<file path="config.mk">
export PLATFORM = sky130hd
export DESIGN_NAME = mem_port_arbiter_flat
export DESIGN_NICKNAME = d
export VERILOG_FILES = /design/src/rtl/mem_port_arbiter_pkg.sv /design/src/rtl/mem_port_arbiter_if.sv /design/src/rtl/mem_port_arbiter_rr_arb2.sv /design/src/rtl/mem_port_arbiter.sv /design/src/flat_wrapper.sv
export SDC_FILE = /design/constraint.sdc
export NUM_CORES = 1
export LEC_CHECK = 0
export CORE_AREA = 8 8 123 125
export CTS_BUF_LIST = sky130_fd_sc_hd__clkbuf_8
export CTS_CLUSTER_DIAMETER = 60
export DETAILED_ROUTE_END_ITERATION = 8
export DIE_AREA = 0 0 131 133
export HOLD_SLACK_MARGIN = 0.03
export PLACE_DENSITY_LB_ADDON = 0.15
export SYNTH_ARGS = -nofsm -noshare
export SYNTH_HDL_FRONTEND = slang
export SYNTH_SLANG_ARGS = --single-unit
export TNS_END_PERCENT = 50
</file>
<file path="constraint.sdc">
create_clock -name clk -period 3.6 [get_ports clk]
set_input_delay 1.08 -clock clk [delete_from_list [all_inputs] [get_ports clk]]
set_output_delay 1.08 -clock clk [all_outputs]
set_load 0.02 [all_outputs]
</file>
<file path="src/rtl/mem_port_arbiter_pkg.sv">
// Shared types and reset constants for the SCC memory port arbiter.
package mem_arb_pkg;

    localparam int ADDR_W_DEF = 32;
    localparam int DATA_W_DEF = 32;

    typedef enum logic [1:0] {
        OWN_NONE = 2'd0,
        OWN_IF   = 2'd1,
        OWN_DM   = 2'd2,
        OWN_LD   = 2'd3
    } owner_t;

    localparam owner_t RR_FAVOR_RST = OWN_DM;

endpackage

</file>
<file path="src/rtl/mem_port_arbiter_if.sv">
// Requester and memory-side signals of the arbiter, bundled as one interface.
interface mem_arb_if
    import mem_arb_pkg::*;
#(
    parameter int ADDR_W = ADDR_W_DEF,
    parameter int DATA_W = DATA_W_DEF
);
    logic              if_req;
    logic [ADDR_W-1:0] if_addr;
    logic              if_gnt;
    logic              if_rvalid;
    logic [DATA_W-1:0] if_rdata;

    logic              dm_req;
    logic              dm_we;
    logic [ADDR_W-1:0] dm_addr;
    logic [DATA_W-1:0] dm_wdata;
    logic              dm_gnt;
    logic              dm_rvalid;
    logic [DATA_W-1:0] dm_rdata;

    logic              ld_req;
    logic [ADDR_W-1:0] ld_addr;
    logic [DATA_W-1:0] ld_wdata;
    logic              ld_gnt;

    logic [ADDR_W-1:0] mem_a;
    logic              mem_re;
    logic              mem_we;
    logic [DATA_W-1:0] mem_wdata;
    logic [DATA_W-1:0] mem_rdata;

    // Arbiter side
    modport slave (
        input  if_req, if_addr, dm_req, dm_we, dm_addr, dm_wdata,
               ld_req, ld_addr, ld_wdata, mem_rdata,
        output if_gnt, if_rvalid, if_rdata, dm_gnt, dm_rvalid, dm_rdata,
               ld_gnt, mem_a, mem_re, mem_we, mem_wdata
    );

    // Requesters plus memory
    modport master (
        output if_req, if_addr, dm_req, dm_we, dm_addr, dm_wdata,
               ld_req, ld_addr, ld_wdata, mem_rdata,
        input  if_gnt, if_rvalid, if_rdata, dm_gnt, dm_rvalid, dm_rdata,
               ld_gnt, mem_a, mem_re, mem_we, mem_wdata
    );

endinterface

</file>
<file path="src/rtl/mem_port_arbiter_rr_arb2.sv">
// Two-input round-robin arbiter; a registered favor bit picks the winner of a tie.
module rr_arb2
    import mem_arb_pkg::*;
(
    input  logic       clk,
    input  logic       nreset,
    input  logic [1:0] req,
    input  logic       en,
    output logic [1:0] gnt
);

    // favor_dm = 1: bit 1 wins a tie
    logic favor_dm;
    logic favor_dm_nxt;

    always_ff @(posedge clk) begin
        if (!nreset) favor_dm <= (RR_FAVOR_RST == OWN_DM);
        else         favor_dm <= favor_dm_nxt;
    end

    // Favor moves to the side that did not win, including after a lone grant.
    always_comb begin
        gnt          = 2'b00;
        favor_dm_nxt = favor_dm;
        if (en) begin
            if (req == 2'b11) gnt = favor_dm ? 2'b10 : 2'b01;
            else              gnt = req;
        end
        if (gnt[0])      favor_dm_nxt = 1'b1;
        else if (gnt[1]) favor_dm_nxt = 1'b0;
    end

endmodule

</file>
<file path="src/rtl/mem_port_arbiter.sv">
// Single-port memory arbiter: loader has fixed priority, fetch/data share round-robin.
//   rd_owner | meaning
//   OWN_NONE | no read issued last cycle, no rvalid
//   OWN_IF   | last cycle's read belongs to fetch, pulse if_rvalid
//   OWN_DM   | last cycle's read belongs to data, pulse dm_rvalid
module mem_port_arbiter
    import mem_arb_pkg::*;
(
    input  logic    clk,
    input  logic    nreset,
    mem_arb_if.slave bus
);

    logic [1:0] rr_gnt;
    logic       arb_en;
    owner_t     rd_owner;
    owner_t     rd_owner_nxt;

    assign arb_en = nreset & ~bus.ld_req;

    rr_arb2 u_rr_arb2 (
        .clk    (clk),
        .nreset (nreset),
        .req    ({bus.dm_req, bus.if_req}),
        .en     (arb_en),
        .gnt    (rr_gnt)
    );

    always_ff @(posedge clk) begin
        if (!nreset) rd_owner <= OWN_NONE;
        else         rd_owner <= rd_owner_nxt;
    end

    always_comb begin
        bus.ld_gnt    = nreset & bus.ld_req;
        bus.if_gnt    = rr_gnt[0];
        bus.dm_gnt    = rr_gnt[1];
        bus.mem_a     = '0;
        bus.mem_re    = 1'b0;
        bus.mem_we    = 1'b0;
        bus.mem_wdata = '0;
        rd_owner_nxt  = OWN_NONE;
        if (bus.ld_gnt) begin
            bus.mem_a     = bus.ld_addr;
            bus.mem_we    = 1'b1;
            bus.mem_wdata = bus.ld_wdata;
        end else if (bus.if_gnt) begin
            bus.mem_a     = bus.if_addr;
            bus.mem_re    = 1'b1;
            rd_owner_nxt  = OWN_IF;
        end else if (bus.dm_gnt) begin
            bus.mem_a     = bus.dm_addr;
            bus.mem_re    = ~bus.dm_we;
            bus.mem_we    = bus.dm_we;
            bus.mem_wdata = bus.dm_wdata;
            rd_owner_nxt  = bus.dm_we ? OWN_NONE : OWN_DM;
        end
    end

    // Read data fans out to both requesters; only the tagged rvalid qualifies it.
    assign bus.if_rvalid = nreset & (rd_owner == OWN_IF);
    assign bus.dm_rvalid = nreset & (rd_owner == OWN_DM);
    assign bus.if_rdata  = bus.mem_rdata;
    assign bus.dm_rdata  = bus.mem_rdata;

endmodule
</file>
<file path="src/flat_wrapper.sv">
// flat-port wrapper written by rule: the top's interface ports become plain ports
module mem_port_arbiter_flat import mem_arb_pkg::*;
  (clk, nreset, bus_if_req, bus_if_addr, bus_dm_req, bus_dm_we, bus_dm_addr, bus_dm_wdata, bus_ld_req, bus_ld_addr, bus_ld_wdata, bus_mem_rdata, bus_if_gnt, bus_if_rvalid, bus_if_rdata, bus_dm_gnt, bus_dm_rvalid, bus_dm_rdata, bus_ld_gnt, bus_mem_a, bus_mem_re, bus_mem_we, bus_mem_wdata);
  mem_arb_if bus_i ();
  input  logic clk;
  input  logic nreset;
  input wire logic [$bits(bus_i.if_req)-1:0] bus_if_req;
  input wire logic [$bits(bus_i.if_addr)-1:0] bus_if_addr;
  input wire logic [$bits(bus_i.dm_req)-1:0] bus_dm_req;
  input wire logic [$bits(bus_i.dm_we)-1:0] bus_dm_we;
  input wire logic [$bits(bus_i.dm_addr)-1:0] bus_dm_addr;
  input wire logic [$bits(bus_i.dm_wdata)-1:0] bus_dm_wdata;
  input wire logic [$bits(bus_i.ld_req)-1:0] bus_ld_req;
  input wire logic [$bits(bus_i.ld_addr)-1:0] bus_ld_addr;
  input wire logic [$bits(bus_i.ld_wdata)-1:0] bus_ld_wdata;
  input wire logic [$bits(bus_i.mem_rdata)-1:0] bus_mem_rdata;
  output wire logic [$bits(bus_i.if_gnt)-1:0] bus_if_gnt;
  output wire logic [$bits(bus_i.if_rvalid)-1:0] bus_if_rvalid;
  output wire logic [$bits(bus_i.if_rdata)-1:0] bus_if_rdata;
  output wire logic [$bits(bus_i.dm_gnt)-1:0] bus_dm_gnt;
  output wire logic [$bits(bus_i.dm_rvalid)-1:0] bus_dm_rvalid;
  output wire logic [$bits(bus_i.dm_rdata)-1:0] bus_dm_rdata;
  output wire logic [$bits(bus_i.ld_gnt)-1:0] bus_ld_gnt;
  output wire logic [$bits(bus_i.mem_a)-1:0] bus_mem_a;
  output wire logic [$bits(bus_i.mem_re)-1:0] bus_mem_re;
  output wire logic [$bits(bus_i.mem_we)-1:0] bus_mem_we;
  output wire logic [$bits(bus_i.mem_wdata)-1:0] bus_mem_wdata;
  assign bus_i.if_req = bus_if_req;
  assign bus_i.if_addr = bus_if_addr;
  assign bus_i.dm_req = bus_dm_req;
  assign bus_i.dm_we = bus_dm_we;
  assign bus_i.dm_addr = bus_dm_addr;
  assign bus_i.dm_wdata = bus_dm_wdata;
  assign bus_i.ld_req = bus_ld_req;
  assign bus_i.ld_addr = bus_ld_addr;
  assign bus_i.ld_wdata = bus_ld_wdata;
  assign bus_i.mem_rdata = bus_mem_rdata;
  assign bus_if_gnt = bus_i.if_gnt;
  assign bus_if_rvalid = bus_i.if_rvalid;
  assign bus_if_rdata = bus_i.if_rdata;
  assign bus_dm_gnt = bus_i.dm_gnt;
  assign bus_dm_rvalid = bus_i.dm_rvalid;
  assign bus_dm_rdata = bus_i.dm_rdata;
  assign bus_ld_gnt = bus_i.ld_gnt;
  assign bus_mem_a = bus_i.mem_a;
  assign bus_mem_re = bus_i.mem_re;
  assign bus_mem_we = bus_i.mem_we;
  assign bus_mem_wdata = bus_i.mem_wdata;
  mem_port_arbiter u_core (.clk(clk), .nreset(nreset), .bus(bus_i));
endmodule
</file>
# Word level (Yosys, flattened, before mapping)
# Cells that the tools add are included.
# op_classes
eq_ne	3
mux	18
bitwise	8
reduce_logical	3
# op_table
cell	n
$mux 32	6
$mux 1	8
$mux 2	4
$and 1x1->1	4
$eq 2x2->1 const B	2
$not 1->1	4
$reduce_or 2->1	2
$reduce_or 4->1	1
$eq 2x1->1 const B	1
# totals
regBits	3
input_bits	198

# Depth between registers and ports, before layout
# Gate-level depths: netlist of the first run.
# logic_depth
ltp_word	6
ltp_mapped	6
ltp_nobuf	3

# By module
# Synthesis of the first run repeated with hierarchy kept, for this count alone.
# hier_totals
hier_cells	282
hier_area_um2	2137.0
# modules_own_cells
mod	instances	cells_per_inst	area_per_inst_um2	seq_area_each_um2
mem_port_arbiter	1	274	2080.7	40.0
rr_arb2	1	8	56.3	20.0

# Worst setup path before layout of the first run
# Ideal clock, no wire load.
# synth_path
path_type	input-to-output
startpoint	in nreset
endpoint	out bus_mem_a[23]
arrival_time_ns	2.089
path_slack_ns	0.431
stages	5
path_cell_list	nor2b_2 and3_1 buf_2 buf_2 a221o_1
# synth_rtl
element	line_no	rtl
start, declared	flat_wrapper.sv:6	input logic nreset;
$and 1x1->1	mem_port_arbiter.sv:19	assign arb_en = nreset & ~bus.ld_req;
$mux 2	mem_port_arbiter_rr_arb2.sv:25	if (en) begin
via bus_if_gnt	flat_wrapper.sv:17	output wire logic [$bits(bus_i.if_gnt)-1:0] bus_if_gnt;
$mux 32	mem_port_arbiter.sv:47	end else if (bus.if_gnt) begin
$mux 32	mem_port_arbiter.sv:43	if (bus.ld_gnt) begin
end, declared	flat_wrapper.sv:24	output wire logic [$bits(bus_i.mem_a)-1:0] bus_mem_a;
# The timed path passes the listed nets, and every way through them passes these cells.

# Worst setup path in the final report of the first run
# layout_path
startpoint	in nreset
endpoint	out bus_dm_rvalid
# layout_via
elab_chain_cells	1
# layout_rtl
element	line_no	rtl
$and 1x1->1	mem_port_arbiter.sv:62	assign bus.dm_rvalid = nreset & (rd_owner == OWN_DM);
end, declared	flat_wrapper.sv:21	output wire logic [$bits(bus_i.dm_rvalid)-1:0] bus_dm_rvalid;
# No other way between the ends.

==> results.cfg, run 1 <==
[clock_tree]
htreeDepth = 1
clk_latency_ns = 0.21
cts_root_buffer = clkbuf_8
clk_pin_slew_ns = 0.03
hold_buffers = 0
cts.sinks = 3
cts_buffers = 3
cts_tree = built
cts_buffer_depth = 2

[sta]
rsz0062_at_grt = no
fin_crit_ns = 3.502
setup_tns_ns = 0
clock_skew_ns = 0.00001896
fin_crit_sh_pct = 97.28
hold_violations = 0
worstMarginPinSlew_ns = 0.2659
relSlewSlack_pct = 82.22
fmax_mhz = 285.5
setup-violations-final = 0
layout_setup_ws_ns = 0.09794
slew_violations = 0
holdWs_ns = 0.5208

[yosys]
yosys.area_share.simple_pct = 17.07
synth_seq_area_share_pct = 3.777
synth_nets = 400
yosysWarningCount = 0
muxShareOfSynthArea_pct = 0
synth_compound_area_share_pct = 39.50
synth_fa_ha_area_share_pct = 0
synth-xor-area-share_pct = 0
syn_inst = 202
syn_area_um2 = 1590
ys_seq_elements = 3
synthDistinctLibCells = 19
syn_avg_cell_area_um2 = 7.873
synth_top_family_by_area = buffers and inverters

[cells_and_area]
nets = 570
n_fill_cell = 1423
final_cell_mix = clkdlybuf4s50_1, buf_2, and3_1, a22o_1, a221o_1
final_area_um2 = 3586
syn2layout_area_growth_pct = 125.5
final_common_cell = clkdlybuf4s50_1
final_layout_size_suffix_gt1_share_pct = 23.45
fin_cells = 547
antenna_cells = 0

[setup_path]
end_kind = output pin
r2r-end = u_core.rd_owner[1]$_SDFF_PP0_
required_ns = 2.52
cp-start-kind = input port
rrSetupSlack_ns = 2.41
worstPathArrival_ns = 2.42
reg2reg_from = u_core.u_rr_arb2.favor_dm$_SDFFE_PP1P_
worst-setup-path-type = input port to output pin
reg2reg_depth = 5
path_max_fanout = 35

[hold_path]
whs_endpoint = u_core.u_rr_arb2.favor_dm$_SDFFE_PP1P_
hold_path_depth = 2
min-delay-start = u_core.u_rr_arb2.favor_dm$_SDFFE_PP1P_
hp-class = register to register

[floorplan]
rows = 42
die_h_um = 133
initial_core_util_pct = 12.15
die_w_um = 131
ios = 333
die_area_um2 = 17420
core_um2 = 13090

[place]
numPortBuffers = 236
dp.cells = 540
place.gp.congestion = 0.7266
pre_cts_slack_ns = -0.4963
hpwlAfterDp_um = 9124
placed_cell_area_um2 = 3692

[power]
leakage_uw = 0.001647
peakVddDrop_mv = 0.05887
p_per_area_nw_per_um2 = 157.9

[drt]
antenna_left = 0
vias = 2305
wl_per_cell_um = 19.99
routed_wl_um = 10930
drc = 0
firstDrtPassIters = 6
vias_per_cell = 4.214
first_iter_violations = 53

[grt]
antenna_found_initial = 1
grt.total_usage_pct = 11.28
grt-ovfl-total = 0
grt_pass1_wl_um = 15300
grt_max_degree = 36
grt_pass1_vias = 2580

[flow_run]
max_cap_viol_count = 0

[run_status]
status = finished, final reports clean
==> critical path, cell delays in order <==
cell and delay [ns]:
dlygate4sd2_1 0.21, buf_4 0.12, buf_12 0.16, nand2_1 0.06
nor2_1 0.11, clkdlybuf4s50_1 0.64
==> cell families after synthesis <==
| kind of cell | after synthesis |
|---|---|
| compound gates | 68 |
| buf+inv | 88 |
| flops | 3 |
| simple gates | 43 |
==> Yosys cell counts (all sizes together) <==
cell	instances	area, µm²
a21o	2	15.01
a221o	32	320.3
a22o	32	280.3
and2	2	12.51
and3	35	224.0
and3b	1	8.760
buf	77	589.3
clkbuf	9	33.78
dfxtp	3	60.06
inv	2	7.510
nand2	2	7.510
nand2b	1	6.260
nor2	1	3.750
nor2b	1	8.760
o211ai	1	7.510
o21ai	1	5.000
==> stage by stage <==
step                total power, µW  util, %
detailed placement            511.5    28.22
global route                  602.5    27.40
CTS                           581.4    27.71
global placement              510.8    28.22
finish                        566.1    27.40
floorplan                     300.5        -
==> how the worst max path moves through the flow <==
| stage | startpoint | to | slack [ns] | cells past startpoint |
|---|---|---|---|---|
| detailed placement | nreset | bus_mem_wdata[23] | -0.50 | 6 |
| global route | nreset | bus_dm_rvalid | 0.009 | 6 |
| CTS | bus_dm_req | bus_mem_a[10] | -0.11 | 6 |
| floorplan | nreset | bus_mem_a[23] | 0.43 | 5 |
| finish | nreset | bus_dm_rvalid | 0.1 | 6 |
| global placement | nreset | bus_mem_wdata[23] | -0.51 | 6 |
==> report_power, final <==
group	switching (µW)	internal (µW)	total, µW
Combinational	173	263	436
Sequential	0.846	35.0	35.9
Clock	21.7	72.6	94.3
Total	195	371	566
==> layout make-up <==
type | count | area (µm²) | area share, %
clock buffer | 3 | 41.29 | 1.151
clock inverter | 1 | 3.754 | 0.1047
inverter | 2 | 7.507 | 0.2094
multi-input combinational | 111 | 909.6 | 25.37
sequential | 3 | 60.06 | 1.675
tap | 176 | 220.2 | 6.141
timing repair buffer | 251 | 2344 | 65.35
==> sequential cells by signal, indices dropped and copies added, names as in the netlist <==
name                       cells
u_core.rd_owner                2
u_core.u_rr_arb2.favor_dm      1
==> metal layers <==
metal | vias to the layer above | track usage [%] | wire length [µm]
li1 | 1057 | - | -
met4 | 2 | 4.595 | 333
met1 | 1049 | 10.14 | 3521
met3 | 34 | 4.500 | 1455
met5 | - | 0 | 13
met2 | 163 | 21.52 | 5609
==> repair_timing <==
item	CTS	global route
buffers inserted	2	0
resized for setup	241	8
pin swaps	1	1
setup endpoints to repair	68	51
cloned	1	0
Note: power is estimated with default switching activity, not from simulation.
==> run 2, diff against run 1 <==
CELL_PAD_IN_SITES_DETAIL_PLACEMENT = 1   (was default)
CELL_PAD_IN_SITES_GLOBAL_PLACEMENT = 2   (was default)
CORE_AREA = default   (was 8 8 123 125)
CORE_MARGIN = 8   (was default)
CORE_UTILIZATION = 10   (was default)
DIE_AREA = default   (was 0 0 131 133)
==> results.cfg, run 2 (synthesis gave the netlist of run 1 again) <==
[setup_path]
slowest_stage = and3_4
worst-setup-path-type = input port to output pin
reg2reg_from = u_core.u_rr_arb2.favor_dm$_SDFFE_PP1P_
worstPathBufferInverterCount = 3
required_ns = 2.52
worstPathArrival_ns = 2.45
end_kind = output pin
path_max_fanout = 12
cp-start-kind = input port
reg2reg_depth = 4
crit_chain = dlygate4sd2_1, nor2b_4, and3_4, buf_12, a22o_1, clkdlybuf4s15_2
cp-startpoint = bus_ld_req
r2r-end = u_core.rd_owner[1]$_SDFF_PP0_
crit_path_max_incr_delay_ns = 0.32
crit_end = bus_mem_wdata[6]
rrSetupSlack_ns = 2.44
crit_cells = 6
critical-path-top-delay-family = buffers and inverters

[cells_and_area]
final_cell_mix = clkdlybuf4s50_1, and3_1, a22o_1, a221o_1, buf_2
fin_cells = 588
largest_register_ffs = 2
nets = 571
final_area_um2 = 3732
final_common_cell = clkdlybuf4s50_1
final_layout_size_suffix_gt1_share_pct = 21.77
syn2layout_area_growth_pct = 134.7
utilization_pct = 23.75
n_fill_cell = 1868
top_regs = u_core.rd_owner (2), u_core.u_rr_arb2.favor_dm (1)
regMostFlops = u_core.rd_owner
antenna_cells = 0

[power]
intPower_uw = 382.2
p_per_area_nw_per_um2 = 156.2
power.combinational.fraction_pct = 77.5
clkPwrFrac_pct = 16.3
swShare_pct = 34.47
power_switching_uw = 201.0
power.share.sequential_pct = 6.2
peakVddDrop_mv = 0.08582
leakage_uw = 0.001657

[drt]
vias_per_cell = 4.007
antenna_left = 0
routed_wl_um = 11670
firstDrtPassIters = 4
vias = 2356
first_iter_violations = 36
drc = 0
wl_per_cell_um = 19.84

[clock_tree]
clk_latency_ns = 0.22
clk_pin_slew_ns = 0.03
hold_buffers = 0
cts.sinks = 3
cts_tree = built
cts_root_buffer = clkbuf_8
cts_buffer_depth = 2
cts_buffers = 3
htreeDepth = 1

[floorplan]
die_h_um = 142.1
initial_core_util_pct = 10.12
die_w_um = 142.1
die_area_um2 = 20190
core_um2 = 15710
ios = 333
rows = 46

[place]
numPortBuffers = 236
placed_cell_area_um2 = 3750
hpwlAfterDp_um = 9691
dp.cells = 580
place.gp.congestion = 0.7223

[grt]
grt_pass1_vias = 2635
grt-ovfl-total = 0
antenna_found_initial = 1
grt_max_degree = 35
grt_pass1_wl_um = 16350
grt.total_usage_pct = 10.55

[sta]
fmax_mhz = 283.5
fin_crit_ns = 3.527
worstMarginPinSlew_ns = 0.2623
clock_skew_ns = 0.002709
hold_violations = 0
setup_tns_ns = 0
slew_violations = 0
fin_crit_sh_pct = 97.97
relSlewSlack_pct = 82.46
setup-violations-final = 0
rsz0062_at_grt = yes

[flow_run]
max_cap_viol_count = 0

[run_status]
status = finished, final reports clean

[hold_path]
hp-class = register to register
run 2: what timing repair did:
item,CTS,global route
pin swaps,13,1
gates cloned,2,0
setup endpoints to repair,71,38
setup buffers,2,0
gates resized for setup,234,26
run 2: final cells by class:
cell class	instances	area [µm²]	share of cell area, %
multi-input combinational	111	905.9	24.27
timing repair buffer	252	2444	65.47
inverter	2	7.507	0.2011
clock inverter	1	3.754	0.1006
sequential	3	60.06	1.609
tap	216	270.3	7.241
clock buffer	3	41.29	1.106
run 2: worst min-delay path by stage:
stage | startpoint | endpoint | depth (start not counted)
after global placement | u_core.u_rr_arb2.favor_dm$_SDFFE_PP1P_ | u_core.u_rr_arb2.favor_dm$_SDFFE_PP1P_ | 2
after global routing | u_core.u_rr_arb2.favor_dm$_SDFFE_PP1P_ | u_core.u_rr_arb2.favor_dm$_SDFFE_PP1P_ | 2
after detailed placement | u_core.u_rr_arb2.favor_dm$_SDFFE_PP1P_ | u_core.u_rr_arb2.favor_dm$_SDFFE_PP1P_ | 2
final | u_core.u_rr_arb2.favor_dm$_SDFFE_PP1P_ | u_core.u_rr_arb2.favor_dm$_SDFFE_PP1P_ | 2
after CTS | u_core.u_rr_arb2.favor_dm$_SDFFE_PP1P_ | u_core.u_rr_arb2.favor_dm$_SDFFE_PP1P_ | 2
after floorplan | u_core.u_rr_arb2.favor_dm$_SDFFE_PP1P_ | u_core.u_rr_arb2.favor_dm$_SDFFE_PP1P_ | 2
run 2: layer usage:
metal / global-route usage, % / wire length, µm
met5: 0 / 13
met4: 3.618 / 287
met3: 5.535 / 1878
met2: 18.80 / 5530
met1: 10.25 / 3956
run 2: power groups by stage:
stage          Clock [µW]  Sequential [µW]  Combinational [µW]
2_1_floorplan           0             36.0                 265
3_3_place_gp            0             36.2                 476
3_5_place_dp            0             36.3                 479
4_1_cts              98.6             35.9                 465
5_1_grt               103             36.0                 482
6_report             95.1             35.9                 452
run 2: worst reg2reg max path: cells and delay by family (launching register included):
family	cells	cell delay (ns)
DFF	1	0.31
and+or+nand+nor	3	0.56
buffers and inverters	1	0.17
run 2: stage by stage:
step                setup WS (ns)  hold WS [ns]  power [µW]
floorplan                  0.4306        0.4874       300.5
global placement          -0.5692        0.5073       512.4
CTS                       0.02315        0.5397       599.5
global route            -0.008948        0.5722       620.9
detailed placement        -0.5712        0.5372       514.8
finish                    0.07309        0.5368       583.2
